**config.mk**
```make
export PLATFORM = sky130hd
export DESIGN_NAME = qif_spike_monitor_flat
export DESIGN_NICKNAME = d
export VERILOG_FILES = /design/src/rtl/qif_spike_monitor_if.sv /design/src/rtl/qif_spike_monitor.sv /design/src/flat_wrapper.sv
export SDC_FILE = /design/constraint.sdc
export NUM_CORES = 1
export LEC_CHECK = 0
export BUFFER_PORTS_ARGS = -buffer_cell sky130_fd_sc_hd__buf_2
export CAP_MARGIN = 20
export CORE_ASPECT_RATIO = 0.75
export CORE_UTILIZATION = 40
export DETAILED_ROUTE_END_ITERATION = 16
export GPL_ROUTABILITY_DRIVEN = 0
export RECOVER_POWER = 50
export SYNTH_ARGS = -nofsm -noshare
export SYNTH_HDL_FRONTEND = slang
export SYNTH_SLANG_ARGS = --single-unit
```
**constraint.sdc**
```tcl
create_clock -name clk -period 3.78 [get_ports clk]
set_clock_uncertainty 0.05 [all_clocks]
set_input_delay 0.189 -clock clk [delete_from_list [all_inputs] [get_ports clk]]
set_output_delay 0.189 -clock clk [all_outputs]
set_load 0.02 [all_outputs]
```
**src/rtl/qif_spike_monitor_if.sv**
```systemverilog
// ISI readout channel between the spike monitor and the host/readout logic.
// Latency: none (bundle of wires); isi_data is the FIFO head, the rest are registered.
// Backpressure: consumer holds isi_ready low; the producer keeps isi_data stable while isi_valid.
// Signals:
//   isi_data   producer -> consumer  ISI value at the FIFO head (0 when empty)
//   isi_valid  producer -> consumer  FIFO not empty
//   isi_ready  consumer -> producer  head is taken at an edge with isi_valid && isi_ready
//   fifo_full  producer -> consumer  FIFO holds its full number of entries
interface qif_spike_monitor_if #(
  parameter int ISI_W = 16
);
  logic [ISI_W-1:0] isi_data;
  logic             isi_valid;
  logic             isi_ready;
  logic             fifo_full;

  modport master (
    output isi_data,
    output isi_valid,
    output fifo_full,
    input  isi_ready
  );

  modport slave (
    input  isi_data,
    input  isi_valid,
    input  fifo_full,
    output isi_ready
  );
endinterface

```
**src/rtl/qif_spike_monitor.sv**
```systemverilog
// Spike detector for the QIF neuron: threshold up-crossing, refractory lockout, ISI measurement, ISI FIFO.
// Latency: spike and the ISI push appear one cycle after the accepting edge; isi_data is the FIFO head read.
// Backpressure: isi_ready low holds the FIFO; a push into a full FIFO without a pop is dropped and counted.
// Ports:
//   clk, rst_n      clock (rising edge) and synchronous active-low reset
//   i_en            sample enable; low freezes detection and ISI counting (FIFO pop still works)
//   i_v_in          signed 8-bit membrane voltage
//   o_spike         one-cycle pulse per accepted spike
//   o_spike_count   accepted spikes since reset, wraps
//   o_drop_count    ISIs lost to a full FIFO, saturates at 255
//   isi_if          ISI readout channel (master side)
module qif_spike_monitor #(
  parameter logic signed [7:0] THRESH     = 8'sd50,
  parameter int                REFRACT    = 3,
  parameter int                ISI_W      = 16,
  parameter int                FIFO_DEPTH = 4
) (
  input  logic                      clk,
  input  logic                      rst_n,
  input  logic                      i_en,
  input  logic signed [7:0]         i_v_in,
  output logic                      o_spike,
  output logic [15:0]               o_spike_count,
  output logic [7:0]                o_drop_count,
  qif_spike_monitor_if.master       isi_if
);

  // A zero refractory period still needs a 1-bit counter that simply stays at 0.
  localparam int               RW        = (REFRACT < 1) ? 1 : $clog2(REFRACT + 1);
  localparam logic [RW-1:0]    REFR_LOAD = RW'(REFRACT);
  localparam logic [ISI_W-1:0] ISI_MAX   = '1;
  localparam int               AW        = $clog2(FIFO_DEPTH);
  localparam int               CW        = AW + 1;
  localparam logic [CW-1:0]    CNT_FULL  = CW'(FIFO_DEPTH);

  logic signed [7:0] r_v_prev;
  logic [RW-1:0]     r_refr_cnt;
  logic [ISI_W-1:0]  r_isi_cnt;
  logic              r_armed;
  logic              r_spike;
  logic [15:0]       r_spike_count;
  logic [7:0]        r_drop_count;

  logic [ISI_W-1:0]  r_mem [FIFO_DEPTH];
  logic [AW-1:0]     r_wr_ptr;
  logic [AW-1:0]     r_rd_ptr;
  logic [CW-1:0]     r_count;

  logic              w_cross;
  logic              w_accept;
  logic [ISI_W-1:0]  w_isi_next;
  logic              w_empty;
  logic              w_full;
  logic              w_pop;
  logic              w_push_req;
  logic              w_push;
  logic              w_drop;

  // Signed compares: v_prev below threshold, current sample at or above it.
  assign w_cross    = i_en && (r_v_prev < THRESH) && (i_v_in >= THRESH);
  assign w_accept   = w_cross && (r_refr_cnt == '0);
  assign w_isi_next = (r_isi_cnt == ISI_MAX) ? ISI_MAX : r_isi_cnt + 1'b1;

  assign w_empty    = (r_count == '0);
  assign w_full     = (r_count == CNT_FULL);
  assign w_pop      = !w_empty && isi_if.isi_ready;
  // The first accepted spike only arms the ISI measurement.
  assign w_push_req = w_accept && r_armed;
  // A simultaneous pop frees the slot, so a push into a full FIFO still lands.
  assign w_push     = w_push_req && (!w_full || w_pop);
  assign w_drop     = w_push_req && w_full && !w_pop;

  always_ff @(posedge clk) begin
    if (!rst_n) begin
      r_v_prev      <= -8'sd128;
      r_refr_cnt    <= '0;
      r_isi_cnt     <= '0;
      r_armed       <= 1'b0;
      r_spike       <= 1'b0;
      r_spike_count <= '0;
      r_drop_count  <= '0;
    end else begin
      r_spike <= w_accept;
      if (i_en) begin
        r_v_prev <= i_v_in;
        if (w_accept) begin
          r_refr_cnt <= REFR_LOAD;
        end else if (r_refr_cnt != '0) begin
          r_refr_cnt <= r_refr_cnt - 1'b1;
        end
        r_isi_cnt <= w_accept ? '0 : w_isi_next;
      end
      if (w_accept) begin
        r_armed       <= 1'b1;
        r_spike_count <= r_spike_count + 16'd1;
      end
      if (w_drop && (r_drop_count != 8'hFF)) begin
        r_drop_count <= r_drop_count + 8'd1;
      end
    end
  end

  always_ff @(posedge clk) begin
    if (!rst_n) begin
      r_wr_ptr <= '0;
      r_rd_ptr <= '0;
      r_count  <= '0;
    end else begin
      if (w_push) r_wr_ptr <= r_wr_ptr + 1'b1;
      if (w_pop)  r_rd_ptr <= r_rd_ptr + 1'b1;
      case ({w_push, w_pop})
        2'b10:   r_count <= r_count + 1'b1;
        2'b01:   r_count <= r_count - 1'b1;
        default: r_count <= r_count;
      endcase
    end
  end

  // Storage needs no reset: the head is masked to 0 whenever the FIFO is empty.
  always_ff @(posedge clk) begin
    if (w_push) r_mem[r_wr_ptr] <= w_isi_next;
  end

  assign o_spike          = r_spike;
  assign o_spike_count    = r_spike_count;
  assign o_drop_count     = r_drop_count;
  assign isi_if.isi_valid = !w_empty;
  assign isi_if.fifo_full = w_full;
  assign isi_if.isi_data  = w_empty ? '0 : r_mem[r_rd_ptr];

endmodule
```
**src/flat_wrapper.sv**
```systemverilog
// flat-port wrapper written by rule: the top's interface ports become plain ports
module qif_spike_monitor_flat 
#(
  parameter logic signed [7:0] THRESH     = 8'sd50,
  parameter int                REFRACT    = 3,
  parameter int                ISI_W      = 16,
  parameter int                FIFO_DEPTH = 4
)
  (clk, rst_n, i_en, i_v_in, o_spike, o_spike_count, o_drop_count, isi_if_isi_data, isi_if_isi_valid, isi_if_fifo_full, isi_if_isi_ready);
  qif_spike_monitor_if #(.ISI_W(ISI_W)) isi_if_i ();
  input  logic clk;
  input  logic rst_n;
  input  logic i_en;
  input  logic signed [7:0] i_v_in;
  output logic o_spike;
  output logic [15:0] o_spike_count;
  output logic [7:0] o_drop_count;
  output wire logic [$bits(isi_if_i.isi_data)-1:0] isi_if_isi_data;
  output wire logic [$bits(isi_if_i.isi_valid)-1:0] isi_if_isi_valid;
  output wire logic [$bits(isi_if_i.fifo_full)-1:0] isi_if_fifo_full;
  input wire logic [$bits(isi_if_i.isi_ready)-1:0] isi_if_isi_ready;
  assign isi_if_isi_data = isi_if_i.isi_data;
  assign isi_if_isi_valid = isi_if_i.isi_valid;
  assign isi_if_fifo_full = isi_if_i.fifo_full;
  assign isi_if_i.isi_ready = isi_if_isi_ready;
  qif_spike_monitor #(.THRESH(THRESH), .REFRACT(REFRACT), .ISI_W(ISI_W), .FIFO_DEPTH(FIFO_DEPTH)) u_core (.clk(clk), .rst_n(rst_n), .i_en(i_en), .i_v_in(i_v_in), .o_spike(o_spike), .o_spike_count(o_spike_count), .o_drop_count(o_drop_count), .isi_if(isi_if_i));
endmodule
```
[Word-level counts from Yosys, hierarchy flattened]
Memories as Yosys holds them, arrays and structs flattened. A register that Yosys moved wholly into a read port is not among the register bits.
Cells that the tools add are included.
Operators by class
  $lt $le $gt $ge: 2
  muxes and demuxes: 10
  reductions and logical operators: 19
  equal/unequal tests: 5
  $add $sub $neg: 8
Operators with widths (number)
  16-bit 2-to-1 mux: 3
  16-bit by 1-bit adder with 16-bit output, second input constant: 2
  16-bit equality test, second input constant: 1
  1-bit logical AND: 9
  8-bit by 1-bit adder with 8-bit output, second input constant: 1
  8-bit by 7-bit >= comparator with 1-bit output, second input constant: 1
  8-bit by 7-bit < comparator with 1-bit output, second input constant: 1
  2-bit 2-to-1 mux: 4
  8-bit inequality test, second input constant: 1
  3-bit one-hot mux with 2 select lines: 1
  2-bit nonzero test: 3
  2-bit by 1-bit adder with 2-bit output, second input constant: 2
  3-bit by 1-bit adder with 3-bit output, second input constant: 1
  3-bit equality test, second input constant: 1
  1-bit zero test: 3
  3-bit zero test: 1
  3-bit by 1-bit subtractor with 3-bit output, second input constant: 1
  2-bit by 1-bit equality test with 1-bit output, second input constant: 1
  2-bit equality test, second input constant: 1
  2-bit zero test: 1
  1-bit 2-to-1 mux: 2
  2-bit AND reduction: 1
  2-bit by 1-bit subtractor with 2-bit output, second input constant: 1
  1-bit logical OR: 1
Storage, ports and cells
  bits in writable memories: 64
  bits of input ports: 12
  output and inout bits: 43
  register bits after elaboration: 59
  memories: 1
Memory list
  u_core.r_mem: words 4, width 16, rd ports 1, clocked after memory_dff 1, write ports 1, line qif_spike_monitor.sv:44  | logic [ISI_W-1:0] r_mem [FIFO_DEPTH];

[Logic depth before layout (Yosys ltp)]
  depth after elaboration: 8
  mapped depth: 12
  depth with buffers taken out: 12

[Worst setup path after synthesis]
Ideal clock, no wire load.
  kind: register to register
  start point: reg u_core.r_refr_cnt[0]
  end point: reg u_core.r_count[2]
  path buffers: 0
  stages on the path, launching flop included: 11
  setup time: 120 ps
  path slack: 1044 ps
  data arrival time: 2567 ps
  path through: dfxtp_1 inv_1 ha_1 and3_1 and3_1 nand2_1 nand3_1 fa_1 or4_1 o211a_1 o31a_1
On the way
  longest elaborated chain between the ends: 6
  elaborated cells between the ends (all ways): 8
  those cells by class: eq/ne: 2; mux: 1; reduce/logical: 5
Ends and longest elaborated chain
  start: declaration: line qif_spike_monitor.sv:37  | logic [RW-1:0] r_refr_cnt;
  start signal: assignment: line qif_spike_monitor.sv:89  | r_refr_cnt <= r_refr_cnt - 1'b1;
  2-bit zero test (*): line qif_spike_monitor.sv:61  | assign w_accept = w_cross && (r_refr_cnt == '0);
  1-bit logical AND (*): line qif_spike_monitor.sv:61
  1-bit logical AND (*): line qif_spike_monitor.sv:68  | assign w_push_req = w_accept && r_armed;
  1-bit logical AND (*): line qif_spike_monitor.sv:70  | assign w_push = w_push_req && (!w_full || w_pop);
  2-bit by 1-bit equality test with 1-bit output or 2-bit equality test (tied branches): line qif_spike_monitor.sv:111  | case ({w_push, w_pop})
  3-bit one-hot mux with 2 select lines or 2-bit nonzero test (tied branches)
  end signal: assignment: line qif_spike_monitor.sv:112  | 2'b10: r_count <= r_count + 1'b1;
  end signal: assignment: line qif_spike_monitor.sv:113  | 2'b01: r_count <= r_count - 1'b1;
  end signal: assignment: line qif_spike_monitor.sv:114  | default: r_count <= r_count;
  end: declaration: line qif_spike_monitor.sv:47  | logic [CW-1:0] r_count;
Every way passes the cells marked *; elsewhere a longest branch is shown, timed or not.
A chain may end at the register's enable or synchronous reset.

[Final worst setup path]
  start point: in i_v_in[1]
  end point: reg u_core.r_count[2]
On the way
  longest elaborated chain between the ends: 7
  elaborated cells between the ends (all ways): 9
  those cells by class: order compare: 1; eq/ne: 2; mux: 1; reduce/logical: 5
Ends and longest elaborated chain
  start: declaration: line flat_wrapper.sv:14  | input logic signed [7:0] i_v_in;
  8-bit by 7-bit >= comparator with 1-bit output (*): line qif_spike_monitor.sv:60  | assign w_cross = i_en && (r_v_prev < THRESH) && (i_v_in >= THRESH);
  1-bit logical AND (*): line qif_spike_monitor.sv:60
  1-bit logical AND (*): line qif_spike_monitor.sv:61
  1-bit logical AND (*): line qif_spike_monitor.sv:68
  1-bit logical AND (*): line qif_spike_monitor.sv:70
  2-bit by 1-bit equality test with 1-bit output or 2-bit equality test (tied branches): line qif_spike_monitor.sv:111
  3-bit one-hot mux with 2 select lines or 2-bit nonzero test (tied branches)
Marks and branches as above.

==> results.yml <==
critical_path:
  timing.rr.end: "u_core.r_count[2]$_SDFFE_PN0P_"
  end_kind: "flip-flop"
  crit_type: "in -> reg"
  cp_slowest_stage_delay_ps: 540
  r2r_slack_ps: 780
  critPathSlowestCell: "or4_1"
  worstPathCellList: "dlygate4sd3_1 > clkbuf_1 > o311a_1 > o22a_1 > nand2_1 > nand3_1 > fa_1 > or4_1 > o211a_1 > o31a_1"
  critical_path_arrival_ps: 3360
  r2r_start: "u_core.r_refr_cnt[0]$_SDFFE_PN0P_"
  cp.required_ps: 4040
  critPathBufInv: 2
  cp_top_family: "compound AO/OA/AOI/OAI gates"
  critPathMaxFanout: 14
  setup.worst_path.start_class: "input port"
  reg2reg_depth: 10
grt:
  grt_usage_pct: 17.2
  antenna_found_initial: 0
  grt_pass1_wl_um: 19500
  gr-max-usage-layer: "met2"
  grt_use_met2_pct: 25.3
  use_met1_pct: 23.6
  grt-ovfl-total: 0
  grt_pass1_vias: 3924
  grt_max_degree: 29
  met3_usage_pct: 5.45
timing:
  setup_viol: 0
  fin_setup_tns_ps: 0
  rsz0062_at_grt: "false"
  fmax_ghz: 0.322
  fin_crit_ps: 3100
  fin_ws_ps: 678
  period_share_pct: 82.1
  maxSlewHeadroom_pct: 7.15
  slew_violations: 0
  hold_viol: 0
  tightest_slew_ps: 1390
cells_and_area:
  fin_cells: 741
  diodes: 0
  multi_input_area_mm2: 0.00238
  layout_common_cells: "edfxtp_1 (64), dfxtp_1 (60), nor2_1 (46)"
  post-route-util_pct: 48.2
  fillers: 1229
  drive_gt1_share_pct: 13.6
  final-seq-area_mm2: 0.00312
  nets: 574
  final_common_cell: "edfxtp_1"
  synthToLayoutAreaGrowth_pct: 16.4
detailed_routing:
  antenna_left: 0
  dr.pass1.iters: 4
  routed_wl_um: 11900
  vias: 3979
  avgViaCountPerCell: 5.37
  routedWlPerCell_um: 16.1
  drt_iter0_drc: 262
  drc: 0
synthesis:
  avgSynthCellArea_um2: 11.6
  netlist_instances: 496
  ys_warn_count: 0
  syn_nets: 517
  synth_ff_type: "edfxtp_1"
  synth_edf_count: 64
  synth_seq_cells: 124
  ys_async_sr_fraction_pct: 0
  syn_area_mm2: 0.00573
  synth_cell_type_count: 62
  ys_seq_area_share_pct: 54.5
min_path:
  hp-class: "in -> reg"
  worstHoldStart: "i_v_in[7]"
  hold_path_depth: 3
  worstHoldEndpoint: "u_core.r_v_prev[7]$_SDFFE_PN1P_"
power_and_ir_drop:
  leakagePower_nw: 2.46
  vdd_drop_max_mv: 0.267
  p_per_area_mw_per_mm2: 504
floorplanning:
  rows: 37
  die_h_um: 106
  io_pins: 55
  die_w_um: 140
  initial_utilization_pct: 41.4
  core-area_mm2: 0.0138
  dieArea_mm2: 0.0148
job:
  cap_violations: 0
clock_network:
  cts_tree: "done"
  htree_levels: 4
  clock_sinks: 124
  cts-root-buf: "clkbuf_16"
  cts.clk_slew.worst_paths_ps: 50
  clock_latency_ps: 420
  clk_path_buf_depth: 2
  cts_resized: 0
  cts_made_buffers: 17
place:
  place_inst: 704
  dp_slack_ps: 779
  hpwl_um: 8050
  port_buffers: 53
status:
  outcome: "complete, no violations"
==> repair_timing <==
| item | in CTS | in global routing |
|---|---|---|
| setup buffers | 0 | 0 |
| setup endpoints to repair | 0 | 0 |
| endpoints found under the hold margin | 5 | 0 |
| hold buffers | 5 | 0 |
==> Yosys cell counts (all sizes together), types with 4 or more instances <==
cell	instances	area share [%]
edfxtp	64	34
dfxtp	60	21
nor2	46	3.1
nand2	39	2.6
and2	24	2.6
nand3	23	2.1
a21oi	18	1.6
clkbuf	16	1.1
mux4	16	6.3
inv	15	0.98
and3	14	1.5
mux2i	13	2.3
xnor2	12	1.8
xor2	12	1.8
o21ai	10	0.87
buf	9	0.85
nor3	9	1.2
ha	8	1.7
nand4	8	0.98
nor4	8	1.1
nand2b	7	0.76
o221a	6	1.2
and4	5	0.76
a31oi	4	0.44
o21a	4	0.52
==> state kept, by name, indices dropped and copies added (netlist names), named ones only <==
register and cells:
u_core.r_isi_cnt 16, u_core.r_count 3, u_core.o_spike_count 16, u_core.o_drop_count 8, u_core.r_armed 1, u_core.o_spike 1
u_core.r_refr_cnt 2, u_core.r_mem 64, u_core.r_v_prev 7, u_core.r_rd_ptr 2, u_core.r_wr_ptr 2
==> through the flow <==
stage	total power [mW]	area (µm²)	hold WS [ps]
5_1_grt	3.48	6670	21.8
3_3_place_gp	1.78	6150	389
4_1_cts	3.41	6790	36.8
3_5_place_dp	1.79	6150	405
6_report	3.36	6670	6.27
2_1_floorplan	1.70	5730	268
==> per-layer routing <==
layer / wire length, µm / part of all wire (%) / up-vias
li1: - / - / 1958
met1: 5920 / 50 / 1927
met2: 5220 / 44 / 81
met3: 657 / 5.5 / 13
met4: 156 / 1.3 / 0
met5: 0 / 0 / -
==> logic make-up (layout without fill, tap and decap cells) <==
| logic type | Yosys count | after routing | share of synthesized area (%) |
|---|---|---|---|
| compound gates | 72 | 72 | 9.27 |
| fa+ha+maj | 9 | 9 | 2.09 |
| flops | 124 | 124 | 54.5 |
| xor+xnor | 24 | 24 | 3.67 |
| simple gates | 196 | 196 | 18.8 |
| buf+inv | 41 | 111 | 2.97 |
| mux | 30 | 30 | 8.75 |
==> layout make-up <==
class	instances	share of cell area [%]
clock inverter	13	2.23
inverter	16	0.900
clock buffer	19	6.64
timing repair buffer	63	4.48
multi-input combinational	331	35.7
tap	175	3.28
sequential	124	46.8
==> how the worst max path moves through the flow <==
stage	start	endpoint	slack, ps	cells after the start
floorplan	u_core.r_refr_cnt[0]$_SDFFE_PN0P_	u_core.r_count[2]$_SDFFE_PN0P_	1040	10
global placement	i_v_in[1]	u_core.r_count[2]$_SDFFE_PN0P_	840	9
detailed placement	i_v_in[1]	u_core.r_count[2]$_SDFFE_PN0P_	780	9
CTS	i_v_in[1]	u_core.r_count[2]$_SDFFE_PN0P_	670	10
global route	i_en	u_core.o_spike_count[14]$_SDFFE_PN0N_	380	6
finish	i_v_in[1]	u_core.r_count[2]$_SDFFE_PN0P_	680	10
==> worst reg2reg max path, stage by stage (launching register included) <==
cell and delay (ps):
dfxtp_1 350, inv_1 50, ha_1 290, and3_1 250
and3_1 240, nand2_1 140, nand3_1 120, fa_1 430
or4_1 540, o211a_1 140, o31a_1 270
==> power breakdown <==
group | internal, mW | switching [mW] | leakage, nW | total (mW)
sequential | 1.43 | 0.0204 | 1.11 | 1.45
combinational | 0.116 | 0.185 | 1.06 | 0.301
clock | 1.04 | 0.570 | 0.292 | 1.61
total | 2.59 | 0.776 | 2.46 | 3.36
Power figures use the tool's default switching activity.
